### src/rtl/mem_port_arbiter.sv
// Two-port (fetch/data) arbiter onto a single-outstanding memory port with fixed read latency LAT.
// Optional fetch starvation guard is compiled in when ARB_STARVE_GUARD_EN is defined.
module mem_port_arbiter #(
  parameter int LAT        = 2,
  parameter int STARVE_MAX = 4
) (
  input  logic        clk,
  input  logic        reset,
  input  logic        if_req,
  input  logic [31:0] if_addr,
  output logic [31:0] if_rdata,
  output logic        if_ready,
  input  logic        d_req,
  input  logic        d_we,
  input  logic [31:0] d_addr,
  input  logic [31:0] d_wdata,
  input  logic [2:0]  d_type,
  output logic [31:0] d_rdata,
  output logic        d_ready,
  output logic        mem_en,
  output logic        mem_we,
  output logic [31:0] mem_addr,
  output logic [31:0] mem_wdata,
  output logic [2:0]  mem_type,
  input  logic [31:0] mem_rdata,
  output logic        busy
);

  typedef enum logic [1:0] {IDLE, ISSUE, WAIT, DONE} state_t;

  localparam logic [1:0] WAIT_LAST = 2'(LAT - 1);

  if (LAT < 1 || LAT > 4 || STARVE_MAX < 1) begin : g_param_check
    $error("mem_port_arbiter: LAT must be 1..4 and STARVE_MAX at least 1");
  end

  state_t      state, state_nx;
  logic        any_req;
  logic        pick_data;
  logic        grant_data;
  logic        lat_we;
  logic [31:0] lat_addr;
  logic [31:0] lat_wdata;
  logic [2:0]  lat_type;
  logic [1:0]  wait_cnt;

  assign any_req = if_req | d_req;

`ifdef ARB_STARVE_GUARD_EN
  localparam int SW = $clog2(STARVE_MAX + 1);

  logic [SW-1:0] starve_cnt;
  logic          starve_force;

  assign starve_force = (starve_cnt == SW'(STARVE_MAX)) && if_req && d_req;
  assign pick_data    = d_req && !starve_force;

  // Counts data grants that overtook a waiting fetch; any fetch grant clears it.
  always_ff @(posedge clk or posedge reset) begin
    if (reset) begin
      starve_cnt <= '0;
    end else if (state == IDLE && any_req) begin
      if (!pick_data)
        starve_cnt <= '0;
      else if (if_req && starve_cnt != SW'(STARVE_MAX))
        starve_cnt <= starve_cnt + SW'(1);
    end
  end
`else
  assign pick_data = d_req;
`endif

  always_ff @(posedge clk or posedge reset) begin
    if (reset) state <= IDLE;
    else       state <= state_nx;
  end

  // Requests are sampled only in IDLE; the latched copy drives the whole transaction.
  always_ff @(posedge clk or posedge reset) begin
    if (reset) begin
      grant_data <= 1'b0;
      lat_we     <= 1'b0;
      lat_addr   <= '0;
      lat_wdata  <= '0;
      lat_type   <= '0;
      wait_cnt   <= '0;
      if_rdata   <= '0;
      d_rdata    <= '0;
    end else begin
      if (state == IDLE && any_req) begin
        grant_data <= pick_data;
        lat_we     <= pick_data && d_we;
        lat_addr   <= pick_data ? d_addr : if_addr;
        lat_wdata  <= pick_data ? d_wdata : 32'h0;
        lat_type   <= pick_data ? d_type : 3'b010;
      end
      if (state == WAIT) begin
        if (wait_cnt == WAIT_LAST) begin
          wait_cnt <= '0;
          if (grant_data) d_rdata  <= mem_rdata;
          else            if_rdata <= mem_rdata;
        end else begin
          wait_cnt <= wait_cnt + 2'd1;
        end
      end
    end
  end

  always_comb begin
    state_nx  = state;
    busy      = 1'b0;
    mem_en    = 1'b0;
    mem_we    = 1'b0;
    mem_addr  = '0;
    mem_wdata = '0;
    mem_type  = '0;
    if_ready  = 1'b0;
    d_ready   = 1'b0;
    case (state)
      IDLE: begin
        if (any_req) state_nx = ISSUE;
      end
      ISSUE: begin
        busy      = 1'b1;
        mem_en    = 1'b1;
        mem_we    = lat_we;
        mem_addr  = lat_addr;
        mem_wdata = lat_wdata;
        mem_type  = lat_type;
        state_nx  = lat_we ? DONE : WAIT;
      end
      WAIT: begin
        busy = 1'b1;
        if (wait_cnt == WAIT_LAST) state_nx = DONE;
      end
      DONE: begin
        busy     = 1'b1;
        if_ready = !grant_data;
        d_ready  = grant_data;
        state_nx = IDLE;
      end
      default: state_nx = IDLE;
    endcase
  end

endmodule

### config.mk
export PLATFORM = sky130hd
export DESIGN_NAME = mem_port_arbiter
export DESIGN_NICKNAME = d
export VERILOG_FILES = /design/src/rtl/mem_port_arbiter.sv
export SDC_FILE = /design/constraint.sdc
export NUM_CORES = 1
export LEC_CHECK = 0
export CELL_PAD_IN_SITES_DETAIL_PLACEMENT = 1
export CELL_PAD_IN_SITES_GLOBAL_PLACEMENT = 2
export CORE_MARGIN = 3
export CORE_UTILIZATION = 27
export CTS_CLUSTER_SIZE = 10
export DETAILED_ROUTE_END_ITERATION = 10
export GPL_ROUTABILITY_DRIVEN = 0
export GPL_TIMING_DRIVEN = 0
export PLACE_DENSITY_LB_ADDON = 0.12
export SLEW_MARGIN = 20
export SYNTH_ARGS = -nofsm -noshare
export SYNTH_HDL_FRONTEND = slang
export SYNTH_SLANG_ARGS = --single-unit
export TNS_END_PERCENT = 5
### constraint.sdc
create_clock -name clk -period 6.1 [get_ports clk]
set_input_delay 0.61 -clock clk [delete_from_list [all_inputs] [get_ports clk]]
set_output_delay 0.61 -clock clk [all_outputs]
set_load 0.005 [all_outputs]
==> run_results.csv, run 1 <==
group,metric,value,unit
placement,io_buffers,270,
synth,synth_common_cells,"dfrtp_1, nand2_1, and2_1",
setup_path,startpoint_type,"flip-flop",
outcome,status,"finished clean",
floorplan,num_rows,53,
synth,synth_top_area_cell,"dfrtp_1",
synth,postSynthCellCount,536,
cts,clkTransAtPathRegs,0.06,ns
synth,async_reset_ff_share,100,%
synth,syn_nets,677,
timing,rsz0062_at_grt,"no",
timing,setup_viol,0,
timing,fin_crit,3.40,ns
routing,vias,5004,
layout,drive_gt1_share,14.0,%
synth,synthTopCellsByArea,"dfrtp_1, mux2_2, and2_1",
setup_path,required,5.49,ns
cts,cts.path.max_buffers,2,
routing,wire_per_inst,17.9,µm
synth,ys_seq_area_share,57.0,%
cts,root_buffer,"clkbuf_16",
power_and_ir_drop,power.leakage,4.27,nW
cts,cts-hold-fix-buffers,0,
timing,finClkSkew,0.0117,ns
floorplan,initial_utilization,28.1,%
global_route,grt_antenna_before_repair,0,
cts,numClockSinks,137,
routing,first_pass_iters,4,
layout,nets,967,
floorplan,io_pins,272,
hold_path,min_path_cells,2,
timing,fin_ws,2.70,ns
synth,ys_warn_count,0,
layout,antenna_cells,0,
floorplan,core,21400,µm²
timing,worst_pin_slew,0.629,ns
routing,drc_errors,0,
placement,dp_hpwl,15200,µm
synth,synth_most_common_cell,"dfrtp_1",
placement,place_ws,3.03,ns
routing,vias_per_cell,4.50,
synth,yosysUniqueCellTypes,24,
cts,clock_latency,0.42,ns
layout,syn_to_final_growth,61.7,%
power_and_ir_drop,powerDensity,467,nW/µm²
setup_path,worst_setup_path_end_kind,"output port",
timing,clock.fmax,294,MHz
timing,slew_violations,0,
setup_path,critPathKind,"reg -> out",
power_and_ir_drop,vdd_drop_max,0.179,mV
synth,netlist_area,6010,µm²
cts,cts_buffers,17,
global_route,grt-ovfl-total,0,
synth,ys_ff_latch,137,
timing,slew_headroom,58.1,%
synth,syn_avg_cell_area,11.2,µm²
floorplan,die_x,155,µm
global_route,grt_pass1_wl,30800,µm
cts,cts_tree,"built",
synth,synth_ff_type,"dfrtp_1",
routing,drt-initial-drc-count,143,
routing,antenna_left,0,
global_route,grtUsageTotal,16.5,%
cts,cts_resized,0,
run,maxCapViolCount,0,
cts,cts_setup_buffers,0,
hold_path,hold_class,"reg -> reg",
routing,routed_wirelength,19900,µm
setup_path,critical_path.max_fanout,10,
global_route,grt_start_max_net_pins,85,
setup_path,reg2reg_depth,6,
timing,period_share,55.7,%
floorplan,die_h,155,µm
floorplan,dieArea,24100,µm²
timing,hold_viol_final,0,
cts,cts_max_level,4,
power_and_ir_drop,power,0.00454,W
global_route,grt_pass1_vias,5650,
synth,synth_edf_count,0,
setup_path,critical_path_arrival,2.79,ns
synth,synth_top_area_share,57.0,%
[worst paths after layout]
kind	from	endpoint	slack, ns
worst max-delay path	state[1]	mem_addr[0]	2.70
worst min-delay path	lat_wdata[2]	lat_wdata[2]	0.45
worst max register to register	state[0]	lat_wdata[23]	4.08
worst min register to register	lat_wdata[2]	lat_wdata[2]	0.45
max in group asynchronous	reset	lat_wdata[23]	4.70
min in group asynchronous	reset	d_rdata[5]	0.62
[state kept, by name (all words and copies together), names as in the netlist]
register	count
state	2
wait_cnt	2
if_rdata	32
d_rdata	32
lat_type	3
grant_data	1
lat_addr	32
lat_we	1
lat_wdata	32
[through the flow]
stage | hold WS [ns] | TNS (ns) | std cells | instance area, µm² | util, %
2_1_floorplan | 0.430 | 0 | 536 | 6010 | -
3_5_place_dp | 0.448 | 0 | 1082 | 9090 | 42.4
4_1_cts | 0.461 | 0 | 1113 | 9720 | 45.4
3_3_place_gp | 0.444 | -41.87 | 1081 | 9060 | 42.3
6_report | 0.455 | 0 | 1113 | 9720 | 45.4
5_1_grt | 0.486 | 0 | 1113 | 9720 | 45.4
[layer usage]
layer,share of wire [%],wire length [µm],track usage (%)
met5,0,0,0
met4,1.2,246,4.75
met3,8.4,1670,5.76
met2,49,9850,28.6
met1,41,8170,19.3
[cell families (layout without fill, tap and decap cells)]
kind of cell,after synthesis,count (layout),share of synthesized area (%)
AND/OR/NAND/NOR,218,218,17.7
flip-flops,137,137,57.0
multiplexers,97,97,17.5
buffers and inverters,40,342,3.21
AO/OA/AOI/OAI,38,38,3.37
adder cells (fa/ha/maj),5,5,1.04
XOR/XNOR,1,1,0.146
[placed cells by master, fill, tap and decap left out, types with 4 or more instances in the layout]
master / synthesis / routed
bufinv_16: 0 / 4
clkdlybuf4s50_1: 0 / 270
dfrtp_1: 137 / 137
ha_1: 5 / 5
mux2_2: 65 / 65
o21ai_0: 34 / 34
clkinv_4: 0 / 4
buf_2: 15 / 15
mux2i_1: 32 / 32
nand3_1: 35 / 35
nand2_1: 106 / 106
and2_1: 69 / 69
clkbuf_16: 0 / 17
clkbuf_1: 16 / 17
[power by group]
part           internal (W)  switching (W)  total, W
clock              0.000687       0.000408   0.00109
sequential          0.00135       0.000229   0.00158
combinational       0.00109       0.000772   0.00186
total               0.00313        0.00141   0.00454
[cell type report]
type	instances	area, µm²
fill	2317	11700
timing repair buffer	271	2730
clock inverter	13	195
buffer	36	178
tap	275	344
inverter	4	22.5
sequential	137	3430
clock buffer	18	429
multi-input combinational	359	2390
[critical path: stages (launching register included)]
cell,delay (ns)
dfrtp_1,0.42
inv_1,0.12
ha_1,0.32
clkbuf_1,0.41
clkbuf_1,0.37
and2_1,0.19
clkdlybuf4s50_1,0.54
Note: power is estimated with default switching activity, not from simulation.
==> run 2, diff against run 1 <==
CORE_UTILIZATION = 22   (was 27)
clock period = 3 ns   (was 6.1 ns; I/O delays follow)
==> run_results.csv, run 2 (same netlist as run 1, synthesis figures left out) <==
group,metric,value,unit
cts,cts_setup_buffers,0,
layout,syn_to_final_growth,64.2,%
timing,whs,0.333,ns
global_route,grt_pass1_wl,31300,µm
routing,drt-initial-drc-count,151,
timing,period_share,90.2,%
setup_path,critPathKind,"reg -> out",
routing,antenna_left,0,
placement,dp_hpwl,15900,µm
floorplan,core,26400,µm²
layout,final_common_cell,"clkdlybuf4s50_1",
cts,clock_latency,0.42,ns
power_and_ir_drop,vdd_drop_max,0.343,mV
floorplan,num_rows,59,
timing,setup_viol,0,
power_and_ir_drop,p_int,0.00640,W
power_and_ir_drop,seqPwrFrac,34.2,%
setup_path,critical_path.max_fanout,10,
cts,cts_max_level,4,
setup_path,startpoint_type,"flip-flop",
floorplan,initial_utilization,22.7,%
layout,drive_gt1_share,15.0,%
outcome,status,"finished clean",
power_and_ir_drop,p_comb_share,41.0,%
cts,cts_buffers,17,
timing,clock.fmax,370,MHz
power_and_ir_drop,p_clk_share,24.8,%
global_route,grt_antenna_before_repair,2,
timing,slew_violations,0,
power_and_ir_drop,power.leakage,4.32,nW
cts,root_buffer,"clkbuf_16",
timing,hold_viol_final,0,
layout,final_cells,1178,
timing,fin_crit,2.71,ns
routing,vias,5019,
layout,mostFrequentLayoutCells,"clkdlybuf4s50_1, dfrtp_1, nand2_1, and2_1, mux2_2",
timing,finClkSkew,0.00891,ns
floorplan,dieArea,29300,µm²
global_route,grt_start_max_net_pins,31,
floorplan,die_h,171,µm
run,maxCapViolCount,0,
cts,cts_tree,"built",
global_route,grt-ovfl-total,0,
layout,nets,970,
power_and_ir_drop,powerDensity,947,nW/µm²
cts,cts.path.max_buffers,2,
routing,routed_wirelength,20600,µm
timing,setup-tns-final,0,ns
floorplan,io_pins,272,
power_and_ir_drop,swShare,31.5,%
routing,drc_errors,0,
power_and_ir_drop,switching_power,0.00294,W
timing,rsz0062_at_grt,"no",
setup_path,critical_path_arrival,2.41,ns
placement,dp_cells,1145,
hold_path,hold_class,"in -> reg",
timing,worst_pin_slew,0.730,ns
routing,vias_per_cell,4.26,
routing,wire_per_inst,17.5,µm
setup_path,required,2.70,ns
timing,slew_headroom,51.2,%
cts,numClockSinks,137,
placement,io_buffers,270,
placement,place_ws,0.189,ns
timing,fin_ws,0.295,ns
routing,first_pass_iters,4,
power_and_ir_drop,power,0.00934,W
floorplan,die_x,171,µm
setup_path,worst_setup_path_end_kind,"output port",
global_route,grt_pass1_vias,5624,
global_route,grtUsageTotal,13.9,%
cts,clkTransAtPathRegs,0.06,ns
-- run 2: final cells by class --
type	count	area, µm²
clock buffer	18	429
sequential	137	3430
inverter	4	18.8
fill	2907	16600
multi-input combinational	359	2390
timing repair buffer	274	2780
clock inverter	14	209
tap	335	419
antenna	1	2.50
buffer	36	185
-- run 2: metrics by stage --
step / area, µm² / utilization (%)
3_5_place_dp: 9220 / 34.9
3_3_place_gp: 9140 / 34.6
2_1_floorplan: 6010 / -
5_1_grt: 9870 / 37.3
6_report: 9870 / 37.3
4_1_cts: 9860 / 37.3
-- run 2: worst paths after layout --
path                                 endpoint           from  slack, ns  cells after the start
worst max register to register  lat_wdata[22]       state[0]       0.98                      6
worst max-delay path             mem_addr[10]       state[1]       0.29                      6
max in group asynchronous       lat_wdata[17]          reset       1.82                      4
min in group asynchronous         d_rdata[20]          reset       0.35                      2
worst min-delay path              lat_type[1]          d_req       0.33                      3
worst min register to register  lat_wdata[17]  lat_wdata[17]       0.46                      2
-- run 2: critical path, cell delays in order (launching register included) --
cell	delay (ns)
dfrtp_1	0.42
inv_1	0.12
ha_2	0.27
clkbuf_4	0.25
clkbuf_2	0.25
and2_1	0.17
clkdlybuf4s50_1	0.51
-- run 2: power groups by stage --
stage	Combinational, W	Clock, W	Sequential (W)
finish	0.00383	0.00232	0.00319
global route	0.00424	0.00249	0.00332
CTS	0.00393	0.00239	0.00321
detailed placement	0.00391	0	0.00324
global placement	0.00382	0	0.00317
floorplan	0.00169	0	0.00316
-- run 2: layer usage --
| layer | vias to the layer above | wire [µm] | GRT usage [%] |
|---|---|---|---|
| met1 | 2435 | 8910 | 16.9 |
| met3 | 19 | 1840 | 5.40 |
| met4 | 2 | 268 | 4.51 |
| met5 | - | 13 | 0 |
| met2 | 195 | 9540 | 22.9 |
| li1 | 2368 | - | - |
-- run 2: what timing repair did --
item,CTS,global route
gates resized for setup,4,3
endpoints found under the setup margin,30,31
endpoints found under the hold margin,0,0
gates cloned,0,0
hold buffers,0,0
==> run 3, diff against run 2 <==
clock period = 2.23 ns   (was 3 ns; I/O delays follow)
==> run_results.csv, run 3 (same netlist as run 1, synthesis figures left out) <==
group,metric,value,unit
outcome,status,"finished clean",
setup_path,worst_setup_path_end_kind,"output port",
setup_path,crit_buf_inv,3,
setup_path,r2r_slack,0.13,ns
timing,setup_viol,0,
setup_path,cpPeakStageDelay,0.51,ns
setup_path,reg2reg_to,"d_rdata[14]",
global_route,grt-ovfl-total,0,
routing,dr_wl_met2,9720,µm
hold_path,min_to,"lat_type[1]",
timing,worst_pin_slew,0.729,ns
routing,routed_wirelength,20800,µm
setup_path,crit_chain,"inv_2 -> ha_4 -> clkbuf_4 -> and2_1 -> clkdlybuf4s50_1",
timing,slew_violations,0,
cts,cts_tree,"built",
run,maxCapViolCount,0,
global_route,grt_pass1_wl,31300,µm
timing,clock.fmax,459,MHz
global_route,grt_start_max_net_pins,31,
placement,dp_hpwl,15900,µm
routing,vias,5049,
power_and_ir_drop,vdd_drop_max,0.472,mV
floorplan,initial_utilization,22.7,%
placement,place_ws,-0.504,ns
timing,fin_ws,0.0497,ns
setup_path,startpoint_type,"flip-flop",
cts,cts_max_level,4,
layout,mostFrequentLayoutCells,"clkdlybuf4s50_1, dfrtp_1, nand2_1, and2_1, mux2_2",
setup_path,r2r_start,"state[1]",
setup_path,required,2.01,ns
layout,nets,978,
routing,drc_errors,0,
cts,cts-hold-fix-buffers,0,
setup_path,cp_top_family,"buffers and inverters",
timing,whs,0.243,ns
routing,wire_per_inst,17.5,µm
hold_path,hold_class,"in -> reg",
global_route,grt_antenna_before_repair,2,
layout,fin_util,37.9,%
timing,hold_viol_final,0,
routing,dr.max_layer_used,"met5",
global_route,grtUsageTotal,13.9,%
floorplan,num_rows,59,
floorplan,die_x,171,µm
hold_path,worstHoldStart,"d_req",
cts,cts_buffers,17,
timing,slew_headroom,51.3,%
routing,vias_per_cell,4.26,
routing,antenna_left,0,
placement,io_buffers,270,
floorplan,die_h,171,µm
setup_path,critical_path.max_fanout,10,
layout,syn_to_final_growth,66.9,%
routing,m1WireLength,8990,µm
power_and_ir_drop,powerDensity,1270,nW/µm²
timing,finClkSkew,0.00779,ns
timing,setup-tns-final,0,ns
timing,period_share,97.8,%
timing,fin_crit,2.18,ns
floorplan,dieArea,29300,µm²
cts,root_buffer,"clkbuf_16",
cts,clkTransAtPathRegs,0.06,ns
power_and_ir_drop,power.leakage,4.70,nW
setup_path,critical_path_arrival,1.96,ns
routing,first_pass_iters,6,
layout,final_common_cell,"clkdlybuf4s50_1",
cts,cts.path.max_buffers,2,
setup_path,crit_slowest_cell,"clkdlybuf4s50_1",
global_route,grt_pass1_vias,5631,
routing,drt-initial-drc-count,144,
floorplan,io_pins,272,
hold_path,min_path_cells,3,
timing,rsz0062_at_grt,"yes",
setup_path,reg2reg_depth,6,
routing,met3_length,1830,µm
floorplan,core,26400,µm²
cts,numClockSinks,137,
layout,final_cells,1186,
placement,dp_cells,1145,
layout,drive_gt1_share,16.5,%
setup_path,critPathKind,"reg -> out",
cts,clock_latency,0.41,ns
## run 3: layout make-up
| type | count | area (µm²) |
|---|---|---|
| Fill cell | 2907 | 16400 |
| Timing Repair Buffer | 282 | 2850 |
| Sequential cell | 137 | 3430 |
| Multi-Input combinational cell | 359 | 2400 |
| Antenna cell | 1 | 2.50 |
| Inverter | 4 | 18.8 |
| Buffer | 36 | 270 |
| Clock buffer | 18 | 429 |
| Tap cell | 335 | 419 |
| Clock inverter | 14 | 209 |
## run 3: layer usage
layer | up-vias | GRT usage (%)
li1 | 2383 | -
met3 | 15 | 5.36
met1 | 2458 | 17.0
met4 | 2 | 4.51
met5 | - | 0
met2 | 191 | 22.8
## run 3: worst reg2reg max path, delay by kind of cell (launching register included)
kind / cells / cell delay, ns
adders and majority gates: 1 / 0.26
and+or+nand+nor: 1 / 0.34
DFF: 1 / 0.39
buffers and inverters: 3 / 0.62
muxes: 1 / 0.38
## run 3: how the worst max path moves through the flow
stage	startpoint	cells past startpoint	slack, ns	end
global route	state[0]	6	-0.04	mem_addr[2]
floorplan	reset	1	0.30	d_rdata[0]
CTS	state[1]	6	-0.09	mem_addr[0]
detailed placement	state[1]	6	-0.50	mem_addr[4]
finish	state[1]	5	0.05	mem_wdata[15]
global placement	reset	2	-1.10	lat_addr[3]
## run 3: metrics by stage
step | cell area [µm²] | total power (W)
after global placement | 9140 | 0.00940
final | 10000 | 0.0128
after detailed placement | 9220 | 0.00962
after floorplan | 6010 | 0.00653
after global routing | 10000 | 0.0137
after CTS | 9940 | 0.0129
## run 3: power breakdown
part           switching [W]  internal (W)
Combinational        0.00220       0.00314
Sequential          0.000614       0.00369
Clock                0.00121       0.00191
Total                0.00402       0.00874
## run 3: repair_timing
| item | 4_1_cts | 5_1_grt |
|---|---|---|
| pin swaps | 0 | 0 |
| endpoints found under the setup margin | 68 | 40 |
| gates resized for setup | 59 | 25 |
| cloned | 0 | 1 |
| setup buffers | 3 | 4 |
